File: config.mk
export PLATFORM = sky130hd
export DESIGN_NAME = twilight_fade_ctrl
export DESIGN_NICKNAME = d
export VERILOG_FILES = /design/src/rtl/twilight_fade_ctrl.sv
export SDC_FILE = /design/constraint.sdc
export NUM_CORES = 1
export LEC_CHECK = 0
export ABC_AREA = 1
export ABC_CLOCK_PERIOD_IN_PS = 2200
export CAP_MARGIN = 40
export CELL_PAD_IN_SITES_DETAIL_PLACEMENT = 1
export CELL_PAD_IN_SITES_GLOBAL_PLACEMENT = 2
export CORE_MARGIN = 3
export CORE_UTILIZATION = 31
export DETAILED_ROUTE_END_ITERATION = 8
export PLACE_DENSITY_LB_ADDON = 0.1
export SETUP_SLACK_MARGIN = 0.1
export SYNTH_ARGS = -nofsm -noshare
export SYNTH_HDL_FRONTEND = slang
export SYNTH_SLANG_ARGS = --single-unit
File: constraint.sdc
create_clock -name clk_pix -period 2.2 [get_ports clk_pix]
set_input_delay 0.55 -clock clk_pix [delete_from_list [all_inputs] [get_ports clk_pix]]
set_output_delay 0.55 -clock clk_pix [all_outputs]
set_load 0.01 [all_outputs]
File: src/rtl/twilight_fade_ctrl.sv
// ============================================================================
// Module   : twilight_fade_ctrl
// Brief    : Frame-synchronous night/dawn/day/dusk fade sequencer that drives
//            the 8-bit fade_level consumed by the twilight background blender.
// Revision : 1.0 - initial release
// ============================================================================
`default_nettype none

module twilight_fade_ctrl #(
    parameter int STEP_FRAMES       = 2,
    parameter int STEP_SIZE         = 1,
    parameter int HOLD_NIGHT_FRAMES = 120,
    parameter int HOLD_DAY_FRAMES   = 120
) (
    input  logic       clk_pix,
    input  logic       rst,
    input  logic       frame_start,
    input  logic       enable,
    input  logic       skip,
    output logic [7:0] fade_level,
    output logic [1:0] phase,
    output logic       cycle_done
);

    localparam logic [1:0] c_NIGHT_HOLD = 2'd0;
    localparam logic [1:0] c_DAWN       = 2'd1;
    localparam logic [1:0] c_DAY_HOLD   = 2'd2;
    localparam logic [1:0] c_DUSK       = 2'd3;

    localparam int c_HOLD_MAX = (HOLD_NIGHT_FRAMES > HOLD_DAY_FRAMES) ? HOLD_NIGHT_FRAMES
                                                                      : HOLD_DAY_FRAMES;
    localparam int c_HOLD_W   = (c_HOLD_MAX > 1) ? $clog2(c_HOLD_MAX) : 1;
    localparam int c_DIV_W    = (STEP_FRAMES > 1) ? $clog2(STEP_FRAMES) : 1;

    localparam logic [c_HOLD_W-1:0] c_NIGHT_LAST = c_HOLD_W'(HOLD_NIGHT_FRAMES - 1);
    localparam logic [c_HOLD_W-1:0] c_DAY_LAST   = c_HOLD_W'(HOLD_DAY_FRAMES - 1);
    localparam logic [c_DIV_W-1:0]  c_DIV_LAST   = c_DIV_W'(STEP_FRAMES - 1);
    localparam logic [7:0]          c_STEP       = 8'(STEP_SIZE);

    logic [7:0]          r_fade;
    logic [1:0]          r_phase;
    logic                r_cycle_done;
    logic [c_HOLD_W-1:0] r_hold_cnt;
    logic [c_DIV_W-1:0]  r_div_cnt;

    logic       w_tick;
    logic       w_skip;
    logic [8:0] w_sum;
    logic [7:0] w_fade_up;
    logic [7:0] w_fade_dn;

    assign w_skip = skip & enable;
    assign w_tick = frame_start & enable & ~skip;

    // Ramp arithmetic saturates so the endpoints are always exactly 0 and 255.
    assign w_sum     = {1'b0, r_fade} + {1'b0, c_STEP};
    assign w_fade_up = w_sum[8] ? 8'hFF : w_sum[7:0];
    assign w_fade_dn = (r_fade > c_STEP) ? (r_fade - c_STEP) : 8'h00;

    always_ff @(posedge clk_pix) begin
        if (rst) begin
            r_fade       <= 8'h00;
            r_phase      <= c_NIGHT_HOLD;
            r_hold_cnt   <= '0;
            r_div_cnt    <= '0;
            r_cycle_done <= 1'b0;
        end else begin
            r_cycle_done <= 1'b0;
            if (w_skip) begin
                r_hold_cnt <= '0;
                r_div_cnt  <= '0;
                case (r_phase)
                    c_NIGHT_HOLD: r_phase <= c_DAWN;
                    c_DAWN: begin
                        r_fade  <= 8'hFF;
                        r_phase <= c_DAY_HOLD;
                    end
                    c_DAY_HOLD: r_phase <= c_DUSK;
                    default: begin
                        r_fade       <= 8'h00;
                        r_phase      <= c_NIGHT_HOLD;
                        r_cycle_done <= 1'b1;
                    end
                endcase
            end else if (w_tick) begin
                case (r_phase)
                    c_NIGHT_HOLD: begin
                        if (r_hold_cnt == c_NIGHT_LAST) begin
                            r_hold_cnt <= '0;
                            r_div_cnt  <= '0;
                            r_phase    <= c_DAWN;
                        end else begin
                            r_hold_cnt <= r_hold_cnt + 1'b1;
                        end
                    end
                    c_DAWN: begin
                        if (r_div_cnt == c_DIV_LAST) begin
                            r_div_cnt <= '0;
                            r_fade    <= w_fade_up;
                            if (w_fade_up == 8'hFF) begin
                                r_phase    <= c_DAY_HOLD;
                                r_hold_cnt <= '0;
                            end
                        end else begin
                            r_div_cnt <= r_div_cnt + 1'b1;
                        end
                    end
                    c_DAY_HOLD: begin
                        if (r_hold_cnt == c_DAY_LAST) begin
                            r_hold_cnt <= '0;
                            r_div_cnt  <= '0;
                            r_phase    <= c_DUSK;
                        end else begin
                            r_hold_cnt <= r_hold_cnt + 1'b1;
                        end
                    end
                    default: begin
                        if (r_div_cnt == c_DIV_LAST) begin
                            r_div_cnt <= '0;
                            r_fade    <= w_fade_dn;
                            if (w_fade_dn == 8'h00) begin
                                r_phase      <= c_NIGHT_HOLD;
                                r_hold_cnt   <= '0;
                                r_cycle_done <= 1'b1;
                            end
                        end else begin
                            r_div_cnt <= r_div_cnt + 1'b1;
                        end
                    end
                endcase
            end
        end
    end

    assign fade_level = r_fade;
    assign phase      = r_phase;
    assign cycle_done = r_cycle_done;

endmodule

`default_nettype wire
==> run summary, run 1 <==
Outcome - completed
Met1 WL - 2557 um
WL final - 4839 um
First-pass GRT wire length - 8383 um
Synth Cell Area - 1633 um2
Top cells by area, synth - dfxtp_1 (23%), nand2_1 (14%), o21ai_0 (8.0%)
Post-place setup slack - 0.1550 ns
Top-area cell type share of the netlist area - 0.2330
Peak supply drop - 0.0003511 V
All-layer global routing usage - 0.1707
Pwr/cell area - 544.4 nW/um2
Worst skew pair latency - 0.26 ns
Initial antenna violation count - 0
Worst min path class - flip-flop to flip-flop
H-tree depth - 1
Initial Util - 0.3325
Number of port buffers - 15
Max-slew violation count - 0
# Max-Cap Violations - 0
Max_slew headroom - 0.7743
DR WL met3 - 96 um
IO Pins - 16
GP Congestion - 0.7853
CP max stage delay - 0.60 ns
Worst path cell trace - clkdlybuf4s50_1
Synth cell types - 26
Setup WS post-layout - 0.2557 ns
Crit end category - output pin
WP data required - 1.65 ns
Crit share post-route - 0.8838
Row count - 25
Die Span Y - 78.58 um
Nets - 298
Ant diodes - 0
Fin. Hold Viols - 0
Minimum clock period - 1.944 ns
R2R Setup Slk - 0.27 ns
Commonest non-fill, non-tap cells in the layout - nand2_1 (61), nor2_1 (27), o21ai_0 (26)
FMAX - 514.3 MHz
DRC - 0
DR WL met2 - 2160 um
Vias per std cell - 4.778
Num CTS Buffers - 3
Share of cells above drive strength 1 - 0.1972
Max Used Layer - met4
Post-synth top area cell - dfxtp_1
Setup skew after layout - 0.005760 ns
Delay-heaviest family, CP - buffers and inverters
Critical path arrival - 1.39 ns
Synth warn - 0
CTS sink cnt - 19
# hold bufs at CTS - 0
Vias in the first global route - 1,724
Worst-margin pin slew - 0.3382 ns
Via Count - 1,677
Grt ovf - 0
Core area - 4911 um2
Clk root buf - clkbuf_8
Initial DRC count - 69
Pleak - 0.8491 nW
Antenna Nets Post-Route - 0
Max stage delay cell, worst path - clkdlybuf4s50_1
Startpoint types - flip-flop
Syn_nets - 271
Worst path buffer plus inverter count - 1
Syn Inst Count - 258
Die X - 78.58 um
CTS max path bufs - 2
Sequential share of the synthesized area - 0.2330
Commonest non-fill, non-tap cell in the layout - nand2_1
DP Wirelength - 3848 um
Critical path peak fanout - 8
Path type of the worst setup path - flip-flop to output pin
Clock Pin Slew Worst Setup and Hold Paths - 0.08 ns
Die area - 6174 um2
# setup viols final - 0
Setup TNS - 0 ns
CTS tree - built
Largest net degree at the start of global routing - 17
FF+latch count, synth - 19
RSZ-0062 raised after global routing - true
Mean post-synth cell area - 6.329 um2
First-pass DRT Iterations - 4
Layout overhead on the synthesized area - 21.69%
Routed wire per std cell - 13.79 um
[area by class of cell]
| cell class | count | area [um2] |
|---|---|---|
| clock buffer | 3 | 41.29 |
| clock inverter | 1 | 5.005 |
| fill | 664 | 2924 |
| inverter | 30 | 113.9 |
| multi-input combinational | 205 | 1121 |
| sequential | 19 | 389.1 |
| tap | 67 | 83.83 |
| timing repair buffer | 26 | 232.7 |
[cell usage after synthesis, drive strengths merged]
master,instances
nand2,73
nor2,37
o21ai,29
inv,27
nand3,22
dfxtp,19
a21oi,16
ha,8
nor3,8
nand4,7
buf,4
clkinv,3
xor2,3
nor4,1
xnor2,1
[sequential cells by signal, indices dropped and copies added (netlist names)]
| name | flops |
|---|---|
| r_div_cnt | 1 |
| phase | 2 |
| cycle_done | 1 |
| r_hold_cnt | 7 |
| fade_level | 8 |
[where the power goes]
part,total (W),internal (W),switching [W]
sequential,0.000389,0.000360,0.0000283
combinational,0.000438,0.000165,0.000273
clock,0.000255,0.000126,0.000129
total,0.00108,0.000652,0.000430
[kinds of logic after synthesis]
group | after synthesis | share of synthesized area
AO/OA/AOI/OAI | 45 | 0.1448
AND/OR/NAND/NOR | 148 | 0.4521
XOR/XNOR | 4 | 0.02146
flip-flops | 19 | 0.2329
buffers and inverters | 34 | 0.08735
adder cells (fa/ha/maj) | 8 | 0.06131
[repair_timing]
| item | CTS | global route |
|---|---|---|
| buffers inserted | 0 | 2 |
| resized for setup | 0 | 9 |
| endpoints found under the setup margin | 0 | 9 |
[through the flow]
| stage | cell area (um2) | util | hold WS, ns | power, W | cells |
|---|---|---|---|---|---|
| after global routing | 1987 | 0.4046 | 0.4823 | 0.001177 | 351 |
| after CTS | 1952 | 0.3975 | 0.4741 | 0.001090 | 349 |
| final | 1987 | 0.4046 | 0.4727 | 0.001082 | 351 |
| after global placement | 1906 | 0.3880 | 0.4567 | 0.0008259 | 345 |
| after floorplan | 1633 | - | 0.4410 | 0.0007000 | 258 |
| after detailed placement | 1906 | 0.3880 | 0.4611 | 0.0008296 | 345 |
[worst paths after layout]
path,startpoint,cells after the start,end
worst min-delay path,r_hold_cnt[3]$_SDFFE_PP0P_,2,r_hold_cnt[3]$_SDFFE_PP0P_
worst max-delay path,fade_level[6]$_SDFFE_PP0P_,1,fade_level[6]
worst max register to register,phase[0]$_SDFFE_PP0P_,9,fade_level[1]$_SDFFE_PP0P_
worst min register to register,r_hold_cnt[3]$_SDFFE_PP0P_,2,r_hold_cnt[3]$_SDFFE_PP0P_
[metal layers]
metal  track usage  vias up
li1              -      895
met1        0.2436      766
met2        0.2691       14
met3       0.03326        2
met4       0.02622        0
met5             0        -
Power figures use the tool's default switching activity.
==> inputs of run 2 (changes only) <==
ABC_CLOCK_PERIOD_IN_PS = 2300   (was 2200)
CAP_MARGIN = default   (was 40)
CORE_UTILIZATION = 33   (was 31)
clock period = 2.3 ns   (was 2.2 ns; I/O delays follow)
==> run summary, run 2 (synthesis results as in run 1) <==
DRC - 0 (unchanged)
Outcome - completed
Via Count - 1,697 (+1.2%)
Peak supply drop - 0.0002734 V (-22%)
Final Non-Filler Cells - 346 (-1.4%)
IO Pins - 16 (unchanged)
CTS max path bufs - 2 (unchanged)
Initial DRC count - 59 (-14%)
Minimum clock period - 1.976 ns
Core area - 4564 um2 (-7.1%)
Max reg flops - 8 (unchanged)
Die area - 5828 um2 (-5.6%)
Antenna Nets Post-Route - 0 (unchanged)
Pwr/cell area - 524.6 nW/um2 (-3.6%)
Largest net degree at the start of global routing - 17 (unchanged)
Worst min path class - flip-flop to flip-flop
Ant diodes - 0 (unchanged)
Routed wire per std cell - 12.94 um (-6.2%)
Startpoint types - flip-flop
CTS tree - built
Num CTS Buffers - 3 (unchanged)
Fin Hold WS - 0.4793 ns (+0.006594 ns)
Commonest non-fill, non-tap cells in the layout - nand2_1 (61), nor2_1 (27), o21ai_0 (26)
Vias per std cell - 4.905 (+2.7%)
Fillers - 623 (-6.2%)
Dpl cell area - 1896 um2 (-0.53%)
WL final - 4476 um (-7.5%)
First-pass DRT Iterations - 4 (unchanged)
Die Span Y - 76.34 um (-2.8%)
Placed Instances - 342 (-0.87%)
Worst skew pair latency - 0.26 ns (about the same)
FMAX - 506.2 MHz
Clk root buf - clkbuf_8
Critical path peak fanout - 9 (+1)
Critical path arrival - 2.13 ns (+0.74 ns)
Max_slew headroom - 0.7753 (+0.001004)
CTS sink cnt - 19 (unchanged)
DP Wirelength - 3533 um (-8.2%)
Row count - 24 (-4.0%)
Crit share post-route - 0.8590
Die X - 76.34 um (-2.8%)
Fin. Hold Viols - 0 (unchanged)
Setup skew after layout - 0.004324 ns (-0.001436 ns)
H-tree depth - 1 (unchanged)
Reg area - 381.6 um2 (-1.9%)
Commonest non-fill, non-tap cell in the layout - nand2_1
All-layer global routing usage - 0.1579 (-0.01280)
# setup viols final - 0 (unchanged)
Setup TNS - 0 ns (unchanged)
# Max-Cap Violations - 0 (unchanged)
Clock Pin Slew Worst Setup and Hold Paths - 0.08 ns (about the same)
Initial Util - 0.3577 (+0.02525)
Number of port buffers - 15 (unchanged)
GP Congestion - 0.7787 (-0.84%)
Multi-input gate area - 1110 um2 (-1.0%)
Layout overhead on the synthesized area - 19.00%
Nets - 295 (-1.0%)
Fin area - 1943 um2 (-2.2%)
First-pass GRT wire length - 7776 um (-7.2%)
Crit end category - flip-flop
Vias in the first global route - 1,648 (-4.4%)
Pleak - 0.8357 nW (-1.6%)
R2R Setup Slk - 0.32 ns (+0.05 ns)
Initial antenna violation count - 0 (unchanged)
Path type of the worst setup path - flip-flop to flip-flop
Grt ovf - 0 (unchanged)
RSZ-0062 raised after global routing - false
Max-slew violation count - 0 (unchanged)
WP data required - 2.45 ns (+0.80 ns)
Worst-margin pin slew - 0.3366 ns (-0.001503 ns)
Share of cells above drive strength 1 - 0.1673 (-0.02992)
## run 2: worst paths after layout
check | start | endpoint | cells past startpoint
setup / recovery | fade_level[0]$_SDFFE_PP0P_ | r_hold_cnt[1]$_SDFFE_PP0P_ | 14
hold / removal | r_hold_cnt[3]$_SDFFE_PP0P_ | r_hold_cnt[3]$_SDFFE_PP0P_ | 2
setup reg to reg | fade_level[0]$_SDFFE_PP0P_ | r_hold_cnt[1]$_SDFFE_PP0P_ | 14
hold reg to reg | r_hold_cnt[3]$_SDFFE_PP0P_ | r_hold_cnt[3]$_SDFFE_PP0P_ | 2
## run 2: layout make-up
| type | instances | share of cell area |
|---|---|---|
| Clock inverter | 1 | 0.002576 |
| Timing Repair Buffer | 23 | 0.1082 |
| Sequential cell | 19 | 0.1964 |
| Tap cell | 65 | 0.04185 |
| Inverter | 30 | 0.05860 |
| Clock buffer | 3 | 0.02125 |
| Multi-Input combinational cell | 205 | 0.5712 |
## run 2: report_power, final
group          switching (W)  internal [W]
Combinational       0.000258      0.000152
Sequential         0.0000258      0.000344
Clock               0.000118      0.000121
## run 2: timing repair
item | in CTS | in global routing
hold buffers | 0 | 0
gates resized for setup | 0 | 1
buffers inserted | 0 | 0
endpoints found under the setup margin | 0 | 3
## run 2: metrics by stage
stage,util,worst slack [ns],total power [W]
6_report,0.4257,0.3244,0.001019
5_1_grt,0.4257,0.1219,0.001109
4_1_cts,0.4254,0.2791,0.001038
3_5_place_dp,0.4153,0.2361,0.0007905
3_3_place_gp,0.4153,0.2830,0.0007888
2_1_floorplan,-,0.3995,0.0006695
## run 2: critical path, cell delays in order (launching register included)
cell and delay (ns):
dfxtp_1 0.41, inv_2 0.05, ha_1 0.22, nor2_1 0.19, nor2_4 0.07, nand2_4 0.12, nand3_1 0.12, nand2_1 0.09
inv_1 0.05, nand3_2 0.11, nand3_4 0.12, nand3_4 0.14, nand2_1 0.07, nand2_1 0.07, nor2_2 0.03
## run 2: routing by layer
| metal | track usage | wire length, um | vias up |
|---|---|---|---|
| met5 | 0 | 0 | - |
| met4 | 0.01630 | 6 | 0 |
| met3 | 0.03310 | 148 | 2 |
| met2 | 0.2478 | 1915 | 28 |
| met1 | 0.2284 | 2406 | 776 |
| li1 | - | - | 891 |
==> inputs of run 3 (changes only) <==
CORE_MARGIN = default   (was 3)
GPL_ROUTABILITY_DRIVEN = 0   (was default)
==> run summary, run 3 (synthesis results as in run 1) <==
Outcome - completed
Largest net degree at the start of global routing - 17 (unchanged)
Antenna Nets Post-Route - 0 (unchanged)
CTS tree - built
Max reg flops - 8 (unchanged)
Pleak - 0.8408 nW (+0.61%)
Startpoint types - flip-flop
Critical path arrival - 1.42 ns (-0.71 ns)
Worst r2r path cells - 13 (-1)
# hold bufs at CTS - 0 (unchanged)
Initial Util - 0.3434 (-0.01431)
Commonest non-fill, non-tap cell in the layout - nand2_1
H-tree depth - 1 (unchanged)
Vias in the first global route - 1,582 (-4.0%)
Nets - 296 (+0.34%)
Row count - 25 (+4.2%)
Max stage delay cell, worst path - clkdlybuf4s50_1
Dpl cell area - 1906 um2 (+0.53%)
Worst skew pair latency - 0.26 ns (about the same)
Path type of the worst setup path - flip-flop to output pin
Number of post-CTS setup repair buffers - 0 (unchanged)
FMAX - 501.3 MHz (-0.97%)
Grt ovf - 0 (unchanged)
CTS max path bufs - 2 (unchanged)
Clk root buf - clkbuf_8
Stages on the worst setup path - 1 (-13)
Final Non-Filler Cells - 349 (+0.87%)
Max_slew headroom - 0.7503 (-0.02494)
Pwr/cell area - 521.5 nW/um2 (-0.59%)
Fin area - 1953 um2 (+0.52%)
Worst min path class - flip-flop to flip-flop
Peak supply drop - 0.0004068 V (+49%)
Share of cells above drive strength 1 - 0.1702 (+0.002953)
Crit share post-route - 0.8673 (+0.008371)
WL final - 4457 um (-0.42%)
Clock Pin Slew Worst Setup and Hold Paths - 0.08 ns (about the same)
DP Wirelength - 3549 um (+0.44%)
Setup skew after layout - 0.007989 ns (+0.003664 ns)
DRC - 0 (unchanged)
Num CTS Buffers - 3 (unchanged)
CP max stage delay - 0.61 ns (+0.20 ns)
Die area - 5233 um2 (-10%)
All-layer global routing usage - 0.1893 (+0.03141)
Ant diodes - 0 (unchanged)
Fin. Hold Viols - 0 (unchanged)
Commonest non-fill, non-tap cells in the layout - nand2_1 (61), nor2_1 (27), o21ai_0 (26)
Fillers - 645 (+3.5%)
Vias per std cell - 4.736 (-3.4%)
Initial DRC count - 96 (+63%)
Fin Hold WS - 0.4756 ns (-0.003752 ns)
Placed Instances - 345 (+0.88%)
Setup TNS - 0 ns (unchanged)
Minimum clock period - 1.995 ns (+0.01925 ns)
WHS Path Cells - 2 (unchanged)
R2R Setup Slk - 0.32 ns (about the same)
WP data required - 1.73 ns (-0.72 ns)
Worst-margin pin slew - 0.3740 ns (+0.03736 ns)
Die Span Y - 72.34 um (-5.2%)
Worst path cell trace - clkdlybuf4s50_1
# Max-Cap Violations - 0 (unchanged)
Delay-heaviest family, CP - buffers and inverters
Crit end category - output pin
Via Count - 1,653 (-2.6%)
IO Pins - 16 (unchanged)
Initial antenna violation count - 0 (unchanged)
Number of port buffers - 15 (unchanged)
First-pass GRT wire length - 7769 um (about the same)
# setup viols final - 0 (unchanged)
RSZ-0062 raised after global routing - false
CTS sink cnt - 19 (unchanged)
Critical path peak fanout - 9 (unchanged)
Max-slew violation count - 0 (unchanged)
Layout overhead on the synthesized area - 19.62%
First-pass DRT Iterations - 4 (unchanged)
Die X - 72.34 um (-5.2%)
Routed wire per std cell - 12.77 um (-1.3%)
Worst path buffer plus inverter count - 1 (-1)
Core area - 4755 um2 (+4.2%)
## run 3: cell count changes in the layout (fill, tap and decap cells not counted), sizes merged
cell and delta:
buf +1
## run 3: area by class of cell
cell class                      count  area, um2  area share
Sequential cell                    19      381.6      0.1954
Clock buffer                        3      41.29     0.02114
Tap cell                           67      83.83     0.04292
Inverter                           30      113.9     0.05830
Multi-Input combinational cell    205       1110      0.5682
Clock inverter                      1      5.005    0.002562
Timing Repair Buffer               24      217.7      0.1115
## run 3: layer usage
layer	wire length, um	vias to the layer above	global-route usage	share of wire
met1	2462	747	0.2817	0.55
met5	0	-	0	0
met2	1883	19	0.2928	0.42
met3	89	2	0.03333	0.020
met4	21	0	0.01961	0.0047
li1	-	885	-	-
## run 3: through the flow
| step | utilization | total power [W] | setup slack [ns] |
|---|---|---|---|
| finish | 0.4108 | 0.001019 | 0.3051 |
| CTS | 0.4105 | 0.001033 | 0.2603 |
| detailed placement | 0.4008 | 0.0007902 | 0.2708 |
| floorplan | - | 0.0006695 | 0.3995 |
| global route | 0.4108 | 0.001113 | 0.1333 |
| global placement | 0.4008 | 0.0007906 | 0.2873 |
## run 3: repair_timing
| action | in CTS | in global routing |
|---|---|---|
| gates resized for setup | 0 | 1 |
| hold endpoints to repair | 0 | 0 |
| endpoints found under the setup margin | 0 | 3 |
## run 3: final timing paths
check                        startpoint                    endpoint
min          r_hold_cnt[3]$_SDFFE_PP0P_  r_hold_cnt[3]$_SDFFE_PP0P_
max          fade_level[5]$_SDFFE_PP0P_               fade_level[5]
min reg2reg  r_hold_cnt[3]$_SDFFE_PP0P_  r_hold_cnt[3]$_SDFFE_PP0P_
max reg2reg  fade_level[2]$_SDFFE_PP0P_       phase[0]$_SDFFE_PP0P_
## run 3: power breakdown
group	internal [W]	switching, W	total [W]
clock network	0.000121	0.000118	0.000239
logic	0.000153	0.000257	0.000410
registers	0.000344	0.0000259	0.000370
